--- src/rtl/mdu_pkg.sv ---
// Shared types and constants for the iterative multiply/divide unit.
// Holds the op/state encodings plus the fixed-latency and special-case result constants.
package mdu_pkg;
    localparam int MDU_WIDTH = 17;
    localparam int MDU_AW    = 4;
    localparam int MDU_LAT   = 20;

    localparam logic [MDU_WIDTH-1:0] DIV0_Q   = 17'h1FFFF;
    localparam logic [MDU_WIDTH-1:0] MOST_NEG = 17'h10000;

    typedef enum logic [1:0] {
        MDU_MUL  = 2'b00,
        MDU_MULH = 2'b01,
        MDU_DIV  = 2'b10,
        MDU_REM  = 2'b11
    } mdu_op_e;

    typedef enum logic [2:0] {
        IDLE,
        PREP,
        RUN,
        FIX,
        DONE
    } mdu_state_e;
endpackage

--- src/rtl/mdu_shift_core.sv ---
// Unsigned shift-add / restoring shift-subtract engine on operand magnitudes.
// Divider step is only built when MDU_DIV_EN is defined.
module mdu_shift_core
    import mdu_pkg::*;
#(
    parameter int WIDTH = MDU_WIDTH
) (
    input  logic               clk,
    input  logic               rst,
    input  logic               load,
    input  logic               step,
    input  logic               is_div,
    input  logic [WIDTH-1:0]   mag_a,
    input  logic [WIDTH-1:0]   mag_b,
    output logic [2*WIDTH-1:0] acc,
    output logic               last
);
    logic [WIDTH-1:0]   divisor;
    logic [4:0]         cnt;
    logic [WIDTH-1:0]   hi, lo, addend;
    logic [WIDTH:0]     sum;
    logic [2*WIDTH-1:0] mul_next, acc_next;
`ifdef MDU_DIV_EN
    logic [WIDTH:0]     shifted, diff;
    logic [2*WIDTH-1:0] div_next;
`endif

    assign hi   = acc[2*WIDTH-1:WIDTH];
    assign lo   = acc[WIDTH-1:0];
    assign last = (cnt == 5'(WIDTH-1));

    always_comb begin
        addend   = lo[0] ? divisor : '0;
        sum      = {1'b0, hi} + {1'b0, addend};
        mul_next = {sum, lo[WIDTH-1:1]};
`ifdef MDU_DIV_EN
        // remainder stays below the divisor, so the shifted value never needs bit WIDTH
        shifted  = {hi, lo[WIDTH-1]};
        diff     = shifted - {1'b0, divisor};
        div_next = diff[WIDTH] ? {shifted[WIDTH-1:0], lo[WIDTH-2:0], 1'b0}
                               : {diff[WIDTH-1:0], lo[WIDTH-2:0], 1'b1};
        acc_next = is_div ? div_next : mul_next;
`else
        acc_next = is_div ? acc : mul_next;
`endif
    end

    always_ff @(posedge clk or posedge rst) begin
        if (rst) begin
            acc     <= '0;
            divisor <= '0;
            cnt     <= '0;
        end else if (load) begin
            acc     <= {{WIDTH{1'b0}}, mag_a};
            divisor <= mag_b;
            cnt     <= '0;
        end else if (step) begin
            acc <= acc_next;
            if (!last) cnt <= cnt + 5'd1;
        end
    end
endmodule

--- src/rtl/mul_div_unit.sv ---
// Fixed-latency (20 cycle) signed multiply/divide unit writing back to the register file.
// Define MDU_DIV_EN to build the divider; otherwise DIV/REM pulse done with no write.
//
// state | meaning
// IDLE  | waiting for start
// PREP  | latch signs, magnitudes and special-case flags
// RUN   | WIDTH shift steps in the core
// FIX   | apply signs, pick output word
// DONE  | one-cycle write pulse
module mul_div_unit
    import mdu_pkg::*;
#(
    parameter int WIDTH = MDU_WIDTH,
    parameter int AW    = MDU_AW
) (
    input  logic             clk,
    input  logic             rst,
    input  logic             start,
    input  logic [1:0]       op,
    input  logic [WIDTH-1:0] a,
    input  logic [WIDTH-1:0] b,
    input  logic [AW-1:0]    dst_addr_in,
    input  logic             flush,
    output logic             busy,
    output logic             done,
    output logic [WIDTH-1:0] result,
    output logic [AW-1:0]    dst_addr,
    output logic             we
);
    mdu_state_e         state;
    mdu_op_e            op_q;
    logic [WIDTH-1:0]   a_q, b_q, mag_a, mag_b, result_q, fix_result;
    logic [AW-1:0]      dst_addr_q;
    logic               neg_q, done_q, we_q, fix_we, last;
    logic [2*WIDTH-1:0] acc, prod;
`ifdef MDU_DIV_EN
    logic               sa_q, div0_q, ovf_q;
    logic [WIDTH-1:0]   quo, rem;
`endif

    assign mag_a = a_q[WIDTH-1] ? -a_q : a_q;
    assign mag_b = b_q[WIDTH-1] ? -b_q : b_q;

    mdu_shift_core #(.WIDTH(WIDTH)) u_core (
        .clk    (clk),
        .rst    (rst),
        .load   (state == PREP),
        .step   (state == RUN),
        .is_div (op_q[1]),
        .mag_a  (mag_a),
        .mag_b  (mag_b),
        .acc    (acc),
        .last   (last)
    );

    always_comb begin
        prod       = neg_q ? -acc : acc;
        fix_result = '0;
        fix_we     = 1'b1;
`ifdef MDU_DIV_EN
        quo = neg_q ? -acc[WIDTH-1:0] : acc[WIDTH-1:0];
        rem = sa_q ? -acc[2*WIDTH-1:WIDTH] : acc[2*WIDTH-1:WIDTH];
`endif
        case (op_q)
            MDU_MUL:  fix_result = prod[WIDTH-1:0];
            MDU_MULH: fix_result = prod[2*WIDTH-1:WIDTH];
`ifdef MDU_DIV_EN
            MDU_DIV:  fix_result = div0_q ? DIV0_Q : (ovf_q ? a_q : quo);
            default:  fix_result = div0_q ? a_q : (ovf_q ? '0 : rem);
`else
            default:  fix_we = 1'b0;
`endif
        endcase
    end

    always_ff @(posedge clk or posedge rst) begin
        if (rst) begin
            state      <= IDLE;
            op_q       <= MDU_MUL;
            a_q        <= '0;
            b_q        <= '0;
            dst_addr_q <= '0;
            result_q   <= '0;
            neg_q      <= 1'b0;
            done_q     <= 1'b0;
            we_q       <= 1'b0;
`ifdef MDU_DIV_EN
            sa_q       <= 1'b0;
            div0_q     <= 1'b0;
            ovf_q      <= 1'b0;
`endif
        end else begin
            done_q <= 1'b0;
            we_q   <= 1'b0;
            if (flush && state != IDLE) begin
                state <= IDLE;
            end else begin
                case (state)
                    IDLE: if (start) begin
                        op_q       <= mdu_op_e'(op);
                        a_q        <= a;
                        b_q        <= b;
                        dst_addr_q <= dst_addr_in;
                        state      <= PREP;
                    end
                    PREP: begin
                        neg_q  <= a_q[WIDTH-1] ^ b_q[WIDTH-1];
`ifdef MDU_DIV_EN
                        sa_q   <= a_q[WIDTH-1];
                        div0_q <= (b_q == '0);
                        ovf_q  <= (a_q == MOST_NEG) && (b_q == '1);
`endif
                        state  <= RUN;
                    end
                    RUN: if (last) state <= FIX;
                    FIX: begin
                        result_q <= fix_result;
                        done_q   <= 1'b1;
                        we_q     <= fix_we;
                        state    <= DONE;
                    end
                    default: state <= IDLE;
                endcase
            end
        end
    end

    // flush during DONE must cancel the write in the same cycle
    assign busy     = (state != IDLE);
    assign done     = done_q & ~flush;
    assign we       = we_q & ~flush;
    assign result   = result_q;
    assign dst_addr = dst_addr_q;
endmodule

--- config.mk ---
export PLATFORM = sky130hd
export DESIGN_NAME = mul_div_unit
export DESIGN_NICKNAME = d
export VERILOG_FILES = /design/src/rtl/mdu_pkg.sv /design/src/rtl/mdu_shift_core.sv /design/src/rtl/mul_div_unit.sv
export SDC_FILE = /design/constraint.sdc
export NUM_CORES = 1
export LEC_CHECK = 0
export ABC_AREA = 1
export BUFFER_PORTS_ARGS = -buffer_cell sky130_fd_sc_hd__clkbuf_2
export CAP_MARGIN = 30
export CORE_ASPECT_RATIO = 1.75
export CORE_MARGIN = 2
export CORE_UTILIZATION = 55
export CTS_BUF_LIST = sky130_fd_sc_hd__clkbuf_16
export CTS_CLUSTER_SIZE = 16
export DETAILED_ROUTE_END_ITERATION = 8
export PLACE_DENSITY = 0.75
export RECOVER_POWER = 25
export REMOVE_ABC_BUFFERS = 1
export SLEW_MARGIN = 20
export SYNTH_ARGS = -nofsm -noshare
export SYNTH_HDL_FRONTEND = slang
export SYNTH_SLANG_ARGS = --single-unit
--- constraint.sdc ---
create_clock -name clk -period 4.75 [get_ports clk]
set_input_delay 0.95 -clock clk [delete_from_list [all_inputs] [get_ports clk]]
set_output_delay 0.95 -clock clk [all_outputs]
set_load 0.005 [all_outputs]
==> metrics.md <==
| Metric | Value |
|---|---|
| Max-cap viol count | 3 |
| Status | complete, but fails checks |
| Vert. Die Dim | 159 um |
| #FFs+latches synth | 119 |
| Register Area | around 3000 um2 |
| Final #Nets | between 1k and 1.5k |
| Critical path data required time | about 5 ns |
| Final wirelength | between 20000 and 25000 um |
| Final worst-path setup slack | 1.99 ns |
| Vias post-DR | 7287 |
| Post-DP HPWL | roughly 16000 um |
| RD Place Congestion | 0.971 |
| Ys async rst share | between 90% and 100% |
| WP data arrival | 3.04 ns |
| Site Rows | 56 |
| Die footprint | between 10000 and 15000 um2 |
| Clock latency reported for the late side of the worst-skew pair | around 0.42 ns |
| Setup CP Type | reg2reg |
| CTS tree | built |
| Mapped Cells | 1065 |
| Core Region | 13400 um2 |
| Failing checks | max-capacitance violations, max-slew violations |
| RSZ-0062 raised after global routing | false |
| Worst Hold Depth | 1 |
| Most common flop cell mapped by yosys | dfrtp_1 |
| Initial antenna violation count | 0 |
| Fillers | around 1.2k |
| ANT cells | 0 |
| Post-DRT Antenna Nets | 0 |
| Die Wd | 92.5 um |
| Hold Violations, Final | 0 |
| Setup TNS | 0 ns |
| H-tree depth | 4 |
| Post-CTS Setup Bufs | 0 |
| Area of the multi-input gates | 3880 um2 |
| Sequential share of the synthesized area | between 30% and 40% |
| # hold bufs at CTS | 0 |
| Number of gates resized after CTS | 0 |
| Setup crit end kind | flop |
| Overall routing resource usage | 30.1% |
| CP startpoint kind | flop |
| Total clock sinks | between 100 and 150 |
| # port buffers | 67 |
| Starting Density | approximately 56% |
| Vias in the first global route | 7247 |
| Reg clk slew, reported paths | 0.06 ns |
| Root Driver | clkbuf_16 |
| Crit Path Max Fanout | 46 |
| Cell Pwr Density | ~730 nW/um2 |
| Layout Area Growth over Synthesis | 14.1% |
| Worst Skew | 0.00736 ns |
| DRT Pass-1 Iters | 5 |
| Pin slew with the least headroom to its limit | between 2 and 2.5 ns |
| Total CTS buffers | 17 |
| Clk buf depth | 2 |
| EDFF count, synth | 0 |
| Final Slew Violations | 98 |
| Yosys warns | 0 |
| WL per Instance | 16.0 um |
| Post-Place Setup Slack | 2.05 ns |
| Worst r2r path cells | 6 |
| Yosys cell types | 45 |
| Synth Area per Inst | 7.08 um2 |
| Setup violators final | 0 |
| HP Class | reg2reg |
| First-pass GRT wire length | between 30000 and 40000 um |
| Rel. slew slack | -47.4% |
| Drt first-iter violations | 400 |
| Leak Pwr | 4.39 nW |
| Final Core Density | between 60% and 70% |
| DRC | 0 |
| Fin crit share | between 50% and 60% |
| Mapped Area | 7540 um2 |
| Vias per cell | approximately 5.5 |
| Aggregate global routing overflow | 0 |
| Final min period | 2.76 ns |
| Max frequency | 363 MHz |
| Layout cells sized above 1 | 10.9% |
| Pin count of the biggest net entering global routing | 50 |
| Worst vdd ir | 0.000330 V |
| I/O Pins | 68 |
[flip-flops by register name, indices dropped and copies added (netlist names), 2 cells and up]
register	cells
u_core.acc	34
b_q	17
result	17
u_core.divisor	17
state	3
op_q	2
a_q	17
u_core.cnt	5
dst_addr	4
[Yosys cell counts, types with 2 or more instances]
master | instances | area [um2]
nand2_1 | 295 | 1110
inv_1 | 125 | 469
dfrtp_1 | 119 | 2980
o21ai_0 | 113 | 566
nor2_1 | 99 | 372
nand3_1 | 93 | 465
a21oi_1 | 51 | 255
ha_1 | 22 | 275
xor2_1 | 21 | 184
clkbuf_1 | 14 | 52.6
buf_2 | 12 | 60.1
nand4_1 | 12 | 75.1
nor3_1 | 10 | 50.1
a31oi_1 | 9 | 56.3
mux2_2 | 8 | 90.1
o22ai_1 | 8 | 50.1
o211ai_1 | 5 | 37.5
a21boi_0 | 4 | 30.0
buf_6 | 4 | 45.0
nor2_2 | 4 | 25.0
o21ai_1 | 4 | 20.0
a21o_1 | 3 | 22.5
nor2_4 | 3 | 33.8
buf_4 | 2 | 15.0
inv_2 | 2 | 7.51
mux2_1 | 2 | 22.5
nand2_2 | 2 | 12.5
o21bai_1 | 2 | 15.0
[layout by cell type (no fill, tap or decap), drive strengths merged, types with 3 or more instances in the layout]
master / instances
a21boi: 4
a21o: 3
a21oi: 51
a31oi: 9
buf: 7
bufinv: 5
clkbuf: 86
clkinv: 8
dfrtp: 119
ha: 22
inv: 129
mux2: 10
nand2: 297
nand3: 93
nand4: 12
nor2: 106
nor3: 11
o211ai: 5
o21ai: 117
o22ai: 8
xor2: 21
[cells by family after synthesis]
logic type	synth area share, %
simple gates	29.4
compound gates	14.3
buf+inv	8.80
flops	39.5
fa+ha+maj	3.92
xor+xnor	2.56
mux	1.49
[final cells by class]
class	count	area share, %
multi-input combinational	784	45.2
sequential	119	34.6
inverter	129	5.67
clock buffer	17	4.95
timing repair buffer	76	4.63
tap	174	2.53
clock inverter	15	2.43
[worst paths after layout]
path	from	to	slack, ns
min in group asynchronous	rst	dst_addr[0]	1.09
max reg2reg	state[2]	neg_q	1.99
max	state[2]	neg_q	1.99
min reg2reg	state[0]	state[0]	0.48
min	state[0]	state[0]	0.48
max in group asynchronous	rst	u_core.cnt[3]	2.33
[routing by layer]
metal	vias up	GRT usage, %	share of wire (%)
met5	-	0	0
met4	0	18.8	6.2
met3	79	5.12	3.7
met2	207	55.5	54
met1	3386	30.4	36
li1	3615	-	-
[critical path: stages (launching register included)]
cell and delay (ns):
dfrtp_1 0.41, nor2_1 0.08, nand2_1 0.08, clkbuf_1 1.33, nor2_1 0.39, o21ai_0 0.22, o21ai_0 0.11
[through the flow]
stage | hold slack, ns | instance area, um2 | std cells | power (mW)
2_1_floorplan | 0.430 | 7360 | 1032 | 3.89
3_3_place_gp | 0.448 | 7970 | 1280 | 4.75
3_5_place_dp | 0.471 | 7980 | 1281 | 4.83
4_1_cts | 0.483 | 8610 | 1313 | 6.26
5_1_grt | 0.493 | 8600 | 1314 | 6.78
6_report | 0.476 | 8600 | 1314 | 6.27
[power breakdown]
group          switching [mW]  internal (mW)
clock                   0.481          0.923
combinational            1.94          0.990
sequential              0.460           1.47
(Power assumes the default switching activity.)
